==> src/rtl/mem_bus_arbiter_pkg.sv <==
// Shared types and constants for the instruction/data memory bus arbiter.
package mem_bus_arbiter_pkg;

   typedef enum logic [1:0] {
      ST_IDLE = 2'd0,
      ST_BUSY = 2'd1,
      ST_HOLD = 2'd2
   } state_e;

   typedef enum logic {
      OWNER_I = 1'b0,
      OWNER_D = 1'b1
   } owner_e;

   localparam logic        CHIP_ENABLE   = 1'b1;
   localparam logic        CHIP_DISABLE  = 1'b0;
   localparam logic        WRITE_ENABLE  = 1'b1;
   localparam logic        WRITE_DISABLE = 1'b0;
   localparam logic [31:0] ZERO_WORD     = 32'h0000_0000;

   // An access is complete while its own ack is on the bus, or while its result waits in HOLD.
   function automatic logic owner_done(input state_e st, input owner_e own,
                                       input owner_e who, input logic ack);
      return ((st == ST_BUSY) && (own == who) && ack) ||
             ((st == ST_HOLD) && (own == who));
   endfunction

endpackage

==> src/rtl/mem_bus_arbiter_req_mux.sv <==
// Combinational two-to-one request selector; the data port always wins
// over instruction fetch.
module mem_bus_arbiter_req_mux
   import mem_bus_arbiter_pkg::*;
#(
   parameter int ADDR_W = 32,
   parameter int DATA_W = 32,
   parameter int SEL_W  = DATA_W / 8
) (
   input  logic              i_ce_i,
   input  logic [ADDR_W-1:0] i_addr_i,
   input  logic              d_ce_i,
   input  logic              d_we_i,
   input  logic [ADDR_W-1:0] d_addr_i,
   input  logic [SEL_W-1:0]  d_sel_i,
   input  logic [DATA_W-1:0] d_data_i,
   output logic              req_valid_o,
   output logic              req_owner_o,
   output logic              req_we_o,
   output logic [ADDR_W-1:0] req_addr_o,
   output logic [SEL_W-1:0]  req_sel_o,
   output logic [DATA_W-1:0] req_data_o
);

   // Fixed-priority pick; fetches are full-word reads with no store data.
   always_comb begin
      req_valid_o = CHIP_DISABLE;
      req_owner_o = OWNER_I;
      req_we_o    = WRITE_DISABLE;
      req_addr_o  = {ADDR_W{1'b0}};
      req_sel_o   = {SEL_W{1'b0}};
      req_data_o  = {DATA_W{1'b0}};
      if (d_ce_i == CHIP_ENABLE) begin
         req_valid_o = CHIP_ENABLE;
         req_owner_o = OWNER_D;
         req_we_o    = d_we_i;
         req_addr_o  = d_addr_i;
         req_sel_o   = d_sel_i;
         req_data_o  = d_data_i;
      end else if (i_ce_i == CHIP_ENABLE) begin
         req_valid_o = CHIP_ENABLE;
         req_owner_o = OWNER_I;
         req_we_o    = WRITE_DISABLE;
         req_addr_o  = i_addr_i;
         req_sel_o   = {SEL_W{1'b1}};
         req_data_o  = {DATA_W{1'b0}};
      end else begin
         req_valid_o = CHIP_DISABLE;
      end
   end

endmodule

==> src/rtl/mem_bus_arbiter.sv <==
// Shares one Wishbone master port between the I-fetch and D load/store
// requesters, stalling each until its registered bus cycle is acked.
module mem_bus_arbiter
   import mem_bus_arbiter_pkg::*;
#(
   parameter int ADDR_W = 32,
   parameter int DATA_W = 32,
   parameter int SEL_W  = DATA_W / 8
) (
   input  logic              clk,
   input  logic              rst,
   input  logic              i_ce_i,
   input  logic [ADDR_W-1:0] i_addr_i,
   output logic [DATA_W-1:0] i_data_o,
   output logic              i_stallreq_o,
   input  logic              d_ce_i,
   input  logic              d_we_i,
   input  logic [ADDR_W-1:0] d_addr_i,
   input  logic [SEL_W-1:0]  d_sel_i,
   input  logic [DATA_W-1:0] d_data_i,
   output logic [DATA_W-1:0] d_data_o,
   output logic              d_stallreq_o,
   input  logic              stall_i,
   input  logic              flush_i,
   output logic              wb_cyc_o,
   output logic              wb_stb_o,
   output logic              wb_we_o,
   output logic [ADDR_W-1:0] wb_adr_o,
   output logic [SEL_W-1:0]  wb_sel_o,
   output logic [DATA_W-1:0] wb_dat_o,
   input  logic [DATA_W-1:0] wb_dat_i,
   input  logic              wb_ack_i
);

   state_e            state_q;
   owner_e            owner_q;
   logic              flush_seen_q;
   logic [DATA_W-1:0] i_buf_q;
   logic [DATA_W-1:0] d_buf_q;
   logic              wb_cyc_q;
   logic              wb_stb_q;
   logic              wb_we_q;
   logic [ADDR_W-1:0] wb_adr_q;
   logic [SEL_W-1:0]  wb_sel_q;
   logic [DATA_W-1:0] wb_dat_q;

   logic              req_valid;
   logic              req_owner;
   logic              req_we;
   logic [ADDR_W-1:0] req_addr;
   logic [SEL_W-1:0]  req_sel;
   logic [DATA_W-1:0] req_data;
   logic              i_done;
   logic              d_done;
   logic              i_bypass;
   logic              d_bypass;

   mem_bus_arbiter_req_mux #(
      .ADDR_W (ADDR_W),
      .DATA_W (DATA_W),
      .SEL_W  (SEL_W)
   ) u_req_mux (
      .i_ce_i      (i_ce_i),
      .i_addr_i    (i_addr_i),
      .d_ce_i      (d_ce_i),
      .d_we_i      (d_we_i),
      .d_addr_i    (d_addr_i),
      .d_sel_i     (d_sel_i),
      .d_data_i    (d_data_i),
      .req_valid_o (req_valid),
      .req_owner_o (req_owner),
      .req_we_o    (req_we),
      .req_addr_o  (req_addr),
      .req_sel_o   (req_sel),
      .req_data_o  (req_data)
   );

   assign i_done       = owner_done(state_q, owner_q, OWNER_I, wb_ack_i);
   assign d_done       = owner_done(state_q, owner_q, OWNER_D, wb_ack_i);
   assign i_stallreq_o = i_ce_i & ~i_done;
   assign d_stallreq_o = d_ce_i & ~d_done;

   // Ack-cycle data goes straight through so a zero-wait slave costs no extra cycle.
   assign i_bypass = (state_q == ST_BUSY) && (owner_q == OWNER_I) && wb_ack_i;
   assign d_bypass = (state_q == ST_BUSY) && (owner_q == OWNER_D) && wb_ack_i;
   assign i_data_o = i_bypass ? wb_dat_i : i_buf_q;
   assign d_data_o = d_bypass ? wb_dat_i : d_buf_q;

   assign wb_cyc_o = wb_cyc_q;
   assign wb_stb_o = wb_stb_q;
   assign wb_we_o  = wb_we_q;
   assign wb_adr_o = wb_adr_q;
   assign wb_sel_o = wb_sel_q;
   assign wb_dat_o = wb_dat_q;

   // Bus-cycle FSM; every wb_* output is driven straight from a register here.
   always_ff @(posedge clk) begin
      if (!rst) begin
         state_q      <= ST_IDLE;
         owner_q      <= OWNER_I;
         flush_seen_q <= 1'b0;
         i_buf_q      <= {DATA_W{1'b0}};
         d_buf_q      <= {DATA_W{1'b0}};
         wb_cyc_q     <= 1'b0;
         wb_stb_q     <= 1'b0;
         wb_we_q      <= 1'b0;
         wb_adr_q     <= {ADDR_W{1'b0}};
         wb_sel_q     <= {SEL_W{1'b0}};
         wb_dat_q     <= {DATA_W{1'b0}};
      end else begin
         case (state_q)
            ST_IDLE: begin
               if (req_valid && !flush_i) begin
                  state_q  <= ST_BUSY;
                  owner_q  <= owner_e'(req_owner);
                  wb_cyc_q <= 1'b1;
                  wb_stb_q <= 1'b1;
                  wb_we_q  <= req_we;
                  wb_adr_q <= req_addr;
                  wb_sel_q <= req_sel;
                  wb_dat_q <= req_data;
               end else begin
                  state_q <= ST_IDLE;
               end
            end
            ST_BUSY: begin
               if (wb_ack_i) begin
                  wb_cyc_q     <= 1'b0;
                  wb_stb_q     <= 1'b0;
                  wb_we_q      <= 1'b0;
                  wb_adr_q     <= {ADDR_W{1'b0}};
                  wb_sel_q     <= {SEL_W{1'b0}};
                  wb_dat_q     <= {DATA_W{1'b0}};
                  flush_seen_q <= 1'b0;
                  // A flush seen at any point of the cycle discards its result.
                  if (flush_seen_q || flush_i) begin
                     state_q <= ST_IDLE;
                  end else if (stall_i) begin
                     state_q <= ST_HOLD;
                     if (owner_q == OWNER_D) begin
                        d_buf_q <= wb_dat_i;
                     end else begin
                        i_buf_q <= wb_dat_i;
                     end
                  end else begin
                     state_q <= ST_IDLE;
                  end
               end else begin
                  flush_seen_q <= flush_seen_q | flush_i;
               end
            end
            ST_HOLD: begin
               if (!stall_i || flush_i) begin
                  state_q <= ST_IDLE;
               end else begin
                  state_q <= ST_HOLD;
               end
            end
            default: begin
               state_q <= ST_IDLE;
            end
         endcase
      end
   end

endmodule

==> config.mk <==
export PLATFORM = sky130hd
export DESIGN_NAME = mem_bus_arbiter
export DESIGN_NICKNAME = d
export VERILOG_FILES = /design/src/rtl/mem_bus_arbiter_pkg.sv /design/src/rtl/mem_bus_arbiter_req_mux.sv /design/src/rtl/mem_bus_arbiter.sv
export SDC_FILE = /design/constraint.sdc
export NUM_CORES = 1
export LEC_CHECK = 0
export CAP_MARGIN = 5
export CELL_PAD_IN_SITES_DETAIL_PLACEMENT = 1
export CELL_PAD_IN_SITES_GLOBAL_PLACEMENT = 1
export CORE_UTILIZATION = 31
export CTS_BUF_LIST = sky130_fd_sc_hd__clkbuf_8
export DETAILED_ROUTE_END_ITERATION = 10
export PLACE_DENSITY_LB_ADDON = 0.3
export SLEW_MARGIN = 10
export SYNTH_ARGS = -nofsm -noshare
export SYNTH_HDL_FRONTEND = slang
export SYNTH_SLANG_ARGS = --single-unit
==> constraint.sdc <==
create_clock -name clk -period 2.2 [get_ports clk]
set_clock_uncertainty 0.2 [all_clocks]
set_input_delay 0.44 -clock clk [delete_from_list [all_inputs] [get_ports clk]]
set_output_delay 0.44 -clock clk [all_outputs]
set_load 0.005 [all_outputs]
==> results of run 1 <==
## how the worst max path moves through the flow
stage | from | endpoint | slack [ns]
2_1_floorplan | wb_ack_i | i_data_o[10] | 0.03
3_3_place_gp | wb_ack_i | i_data_o[6] | -0.77
4_1_cts | owner_q$_SDFFE_PN0P_ | i_data_o[11] | -0.49
5_1_grt | owner_q$_SDFFE_PN0P_ | d_data_o[20] | -0.55
6_report | owner_q$_SDFFE_PN0P_ | i_data_o[11] | -0.47
3_5_place_dp | wb_ack_i | i_data_o[14] | -0.85
## flip-flops by register name, indices dropped and copies added (netlist names)
signal        flops
d_buf_q          32
wb_stb_o          1
wb_adr_o         32
flush_seen_q      1
wb_sel_o          4
i_buf_q          32
wb_dat_o         32
state_q           2
wb_we_o           1
owner_q           1
## synthesized netlist by cell type (all sizes together)
cell type,n,area share
mux2,64,0.12
buf,50,0.050
nand2,110,0.068
o21ai,69,0.056
a21boi,1,0.0012
nor4b,1,0.0024
mux2i,2,0.0032
nor4bb,2,0.0032
o211a,1,0.0016
dfxtp,138,0.45
a22o,47,0.067
nand3,84,0.068
a21o,1,0.0012
nor2b,8,0.0081
o32ai,16,0.038
a21oi,20,0.017
and2b,1,0.0014
nor2,5,0.0042
clkbuf,16,0.0097
o311a,1,0.0016
a22oi,16,0.019
nor3,1,0.0026
o22ai,1,0.0010
inv,2,0.0012
nand3b,1,0.0018
o21a,2,0.0024
nor3b,1,0.0020
or3,1,0.0010
nand4b,1,0.0038
## logic make-up after synthesis
logic type,synth area share
AO/OA/AOI/OAI,0.207
AND/OR/NAND/NOR,0.167
buffers and inverters,0.0604
flip-flops,0.446
multiplexers,0.120
## per-layer routing
metal | routed length [µm] | track usage | part of all wire
met5 | 0 | 0 | 0
met3 | 1290 | 0.0613 | 0.056
met2 | 11500 | 0.397 | 0.50
met4 | 596 | 0.0845 | 0.026
met1 | 9810 | 0.263 | 0.42
## power groups by stage
stage	combinational, W	clock [W]	sequential (W)
2_1_floorplan	0.000381	0	0.00267
3_3_place_gp	0.00100	0	0.00267
3_5_place_dp	0.00102	0	0.00267
4_1_cts	0.00111	0.00236	0.00262
5_1_grt	0.00118	0.00250	0.00263
6_report	0.00111	0.00231	0.00262
## area by class of cell
cell class | count | area [µm²]
clock inverters | 14 | 185
repair buffers | 370 | 3780
flip-flops and latches | 138 | 2770
clock buffers | 18 | 248
well taps | 265 | 332
fillers | 2208 | 8970
diodes | 1 | 2.50
inverters | 2 | 7.51
multi-input cells | 457 | 3230
## cell usage in the layout, fill, tap and decap left out, drive strengths merged
master / instances
o311a: 1
clkinvlp: 3
o21a: 2
mux2i: 2
dfxtp: 138
a22o: 47
o32ai: 16
clkinv: 3
nand3b: 1
o211a: 1
bufinv: 3
clkdlybuf4s15: 7
a21boi: 1
nand3: 84
nor2b: 8
a22oi: 16
diode: 1
and2b: 1
or3: 1
buf: 142
nand4b: 1
mux2: 64
inv: 7
o21ai: 69
nor4bb: 2
nor2: 5
clkdlybuf4s50: 208
nor3: 1
nor4b: 1
nor3b: 1
dlygate4sd2: 13
nand2: 110
a21oi: 20
a21o: 1
clkbuf: 18
o22ai: 1
## per-stage QoR
step,TNS [ns],utilization,cells
finish,-23.89,0.540,1265
global route,-29.50,0.540,1264
CTS,-26.24,0.538,1262
detailed placement,-63.01,0.491,1205
global placement,-58.93,0.491,1205
floorplan,0,-,663
## worst max-delay path, stage by stage (launching register included)
cell and delay, ns:
dfxtp_2 0.35, nor4bb_4 0.28, buf_6 0.14, buf_6 0.12
buf_6 0.11, buf_16 0.13, mux2_4 0.31, buf_6 0.12
## what timing repair did
item	4_1_cts	5_1_grt
setup endpoints to repair	66	67
resized for setup	304	8
gates cloned	7	0
buffers inserted	18	2
pin swaps	3	3
==> flow_summary.json, run 1 <==
{
  "placed_cell_area_um2": 9590,
  "grt_start_max_net_pins": 77,
  "whs_ns": 0.112,
  "dp_hpwl_um": 15400,
  "syn_area_um2": 6190,
  "dpl_worst_slack_ns": -0.855,
  "wl_per_cell_um": 18.3,
  "cts_tree": "done",
  "areaGrowthSynthToFinish_pct": 70.5,
  "power.share.switching": 0.268,
  "fin_ws_ns": -0.469,
  "setup_violations": 66,
  "drt_iter0_markers": 172,
  "rr_endpoint": "wb_dat_o[15]$_SDFFE_PN0P_",
  "clockRootBuffer": "clkbuf_8",
  "synthDistinctLibCells": 39,
  "crit_required_ns": 1.56,
  "rows": 51,
  "maxCapViolations": 0,
  "internal_power_w": 0.00441,
  "r2r_setup_slack_ns": 0.11,
  "h-tree-depth": 4,
  "hold_viol_final": 0,
  "ys_ff_latch": 138,
  "status": "finished with violations",
  "cts_buffer_depth": 2,
  "gp_congestion": 0.721,
  "tightest_slew_ns": 0.740,
  "antenna_found_initial": 1,
  "avgSynthCellArea_um2": 9.34,
  "die_w_um": 143,
  "slew_viol_final": 0,
  "fp.dieH_um": 143,
  "remaining_drc_errors": 0,
  "post-route-period-util": 1.21,
  "first_pass_iters": 4,
  "design.core.area_um2": 19500,
  "clock_latency_ns": 0.46,
  "seq_power_share": 0.434,
  "numCtsBuffers": 17,
  "crit_fanout": 8,
  "fin_nets": 1126,
  "peakVddDrop_uv": 339,
  "initial_utilization": 0.317,
  "min_to": "state_q[0]$_SDFFE_PN0P_",
  "violations": "negative setup slack",
  "vias": 6335,
  "rsz0062_at_grt": "true",
  "p_leak_nw": 4.22,
  "hp-class": "in -> reg",
  "synthCells": 663,
  "fmax_mhz": 375,
  "power.share.clock": 0.382,
  "ant_nets": 0,
  "path_class": "reg -> out",
  "power_density_nw_per_um2": 572,
  "clock_sinks": 138,
  "fin_crit_ns": 2.67,
  "hold_buffers": 0,
  "power_frac_comb": 0.184,
  "path_clk_slew_ns": 0.09,
  "post_route_cells_drive_above_1_share": 0.276,
  "grt.total_usage": 0.226,
  "portBuffers": 276,
  "ys_seq_area_frac": 0.446,
  "grt_pass1_wl_um": 35400,
  "avgViaCountPerCell": 5.01,
  "post-route-cell-area_um2": 10600,
  "grt_pass1_vias": 6560,
  "grt_overflow_total": 0,
  "syn_nets": 803,
  "die_area_um2": 20500,
  "yosysWarnings": 0,
  "wl_um": 23200,
  "cp-end-kind": "output port",
  "hold_start": "rst",
  "worst_setup_path_start_kind": "flip-flop",
  "total_power_w": 0.00603,
  "r2r_start": "state_q[0]$_SDFFE_PN0P_",
  "cp_data_arrival_time_ns": 2.03,
  "hold_depth": 2,
  "ios": 277,
  "timing.slew.headroom": 0.505,
  "reg2regPathDepth": 7,
  "p_sw_w": 0.00162
}
Power figures use the tool's default switching activity.
==> run 2, diff against run 1 <==
--- a/config.mk
+++ b/config.mk
@@ -11,8 +11,9 @@
 export CORE_UTILIZATION = 31
 export CTS_BUF_LIST = sky130_fd_sc_hd__clkbuf_8
 export DETAILED_ROUTE_END_ITERATION = 10
+export MAX_ROUTING_LAYER = met4
 export PLACE_DENSITY_LB_ADDON = 0.3
-export SLEW_MARGIN = 10
+export SLEW_MARGIN = 5
 export SYNTH_ARGS = -nofsm -noshare
 export SYNTH_HDL_FRONTEND = slang
 export SYNTH_SLANG_ARGS = --single-unit
==> flow_summary.json, run 2 (synthesized netlist as in run 1, its figures left out) <==
{
  "hp-class": "in -> reg",
  "clock_sinks": 138,
  "peakVddDrop_uv": 336,
  "fin_nets": 1126,
  "h-tree-depth": 4,
  "total_power_w": 0.00602,
  "fin_crit_ns": 2.67,
  "multi_input_area_um2": 3230,
  "power_density_nw_per_um2": 571,
  "hold_viol_final": 0,
  "avgViaCountPerCell": 5.01,
  "grt.total_usage": 0.233,
  "die_area_um2": 20500,
  "timing.slew.headroom": 0.508,
  "portBuffers": 276,
  "wl_per_cell_um": 18.3,
  "antenna_found_initial": 1,
  "areaGrowthSynthToFinish_pct": 70.5,
  "first_pass_iters": 4,
  "ant_nets": 0,
  "hold_buffers": 0,
  "fp.dieH_um": 143,
  "grt_overflow_total": 0,
  "path_class": "reg -> out",
  "fin_cells": 1265,
  "finalCoreUtilization": 0.540,
  "die_w_um": 143,
  "slew_viol_final": 0,
  "fmax_mhz": 375,
  "fin_ws_ns": -0.465,
  "post_route_cells_drive_above_1_share": 0.276,
  "gp_congestion": 0.730,
  "p_leak_nw": 4.22,
  "tightest_slew_ns": 0.736,
  "wl_um": 23200,
  "fillers": 2209,
  "violations": "negative setup slack",
  "worst_setup_path_start_kind": "flip-flop",
  "dp.cells": 1205,
  "cp_data_arrival_time_ns": 2.03,
  "setup-tns-final_ns": -23.50,
  "layout_common_cells": "208 x clkdlybuf4s50_1, 135 x dfxtp_1, 108 x nand2_1, 84 x nand3_1, 65 x o21ai_1",
  "cts_tree": "done",
  "drt_iter0_markers": 183,
  "initial_utilization": 0.317,
  "post-route-period-util": 1.21,
  "vias": 6340,
  "status": "finished with violations",
  "maxCapViolations": 0,
  "numCtsBuffers": 17,
  "cp-end-kind": "output port",
  "clockRootBuffer": "clkbuf_8",
  "design.core.area_um2": 19500,
  "grt_start_max_net_pins": 77,
  "final_common_cell": "clkdlybuf4s50_1",
  "grt_pass1_vias": 6568,
  "rsz0062_at_grt": "true",
  "dp_hpwl_um": 15400,
  "clock_latency_ns": 0.45,
  "setup_violations": 66,
  "remaining_drc_errors": 0,
  "rows": 51,
  "regArea_um2": 2770,
  "ios": 277,
  "crit_fanout": 8,
  "cts_buffer_depth": 2,
  "grt_pass1_wl_um": 35400,
  "crit_required_ns": 1.56,
  "path_clk_slew_ns": 0.08
}
-- run 2: cell counts in the layout (fill, tap and decap cells not counted) --
Identical to the previous run, type by type.
-- run 2: timing repair --
item | CTS | global route
endpoints found under the setup margin | 66 | 67
resized for setup | 304 | 8
pin swaps | 3 | 3
gates cloned | 7 | 0
buffers inserted | 18 | 2
-- run 2: cell type report --
type	count	area share
repair buffers	370	0.358
multi-input cells	457	0.306
flip-flops and latches	138	0.262
well taps	265	0.0314
clock buffers	18	0.0235
clock inverters	14	0.0176
inverters	2	0.000711
diodes	1	0.000237
-- run 2: through the flow --
| step | worst slack [ns] | hold WS [ns] | cell area (µm²) |
|---|---|---|---|
| 3_3_place_gp | -0.772 | 0.232 | 9590 |
| 6_report | -0.465 | 0.120 | 10600 |
| 5_1_grt | -0.537 | 0.0963 | 10600 |
| 3_5_place_dp | -0.855 | 0.241 | 9590 |
| 2_1_floorplan | 0.0274 | 0.225 | 6190 |
| 4_1_cts | -0.489 | 0.0864 | 10500 |
-- run 2: power by group --
part	switching [W]	total, W	internal (W)
Combinational	0.000446	0.00111	0.000663
Sequential	0.0000429	0.00262	0.00257
Clock	0.00112	0.00230	0.00118
Total	0.00161	0.00602	0.00441
-- run 2: worst paths after layout --
check	from	slack, ns	endpoint	cells past startpoint
setup / recovery	owner_q$_SDFFE_PN0P_	-0.47	i_data_o[23]	7
hold / removal	rst	0.12	state_q[0]$_SDFFE_PN0P_	2
setup reg to reg	state_q[0]$_SDFFE_PN0P_	0.11	wb_dat_o[15]$_SDFFE_PN0P_	7
hold reg to reg	d_buf_q[7]$_SDFFE_PN0P_	0.25	d_buf_q[7]$_SDFFE_PN0P_	2
-- run 2: critical path: stages (launching register included) --
cell and delay, ns:
dfxtp_2 0.35, nor4bb_4 0.28, buf_6 0.14, buf_6 0.12
buf_6 0.11, buf_16 0.13, mux2_4 0.31, buf_6 0.12
-- run 2: routing by layer --
layer	share of wire	vias to the layer above	GRT usage
met5	0	-	-
met4	0.026	0	0.0946
met3	0.052	40	0.0500
met2	0.50	188	0.396
met1	0.43	3071	0.265
li1	-	3041	-
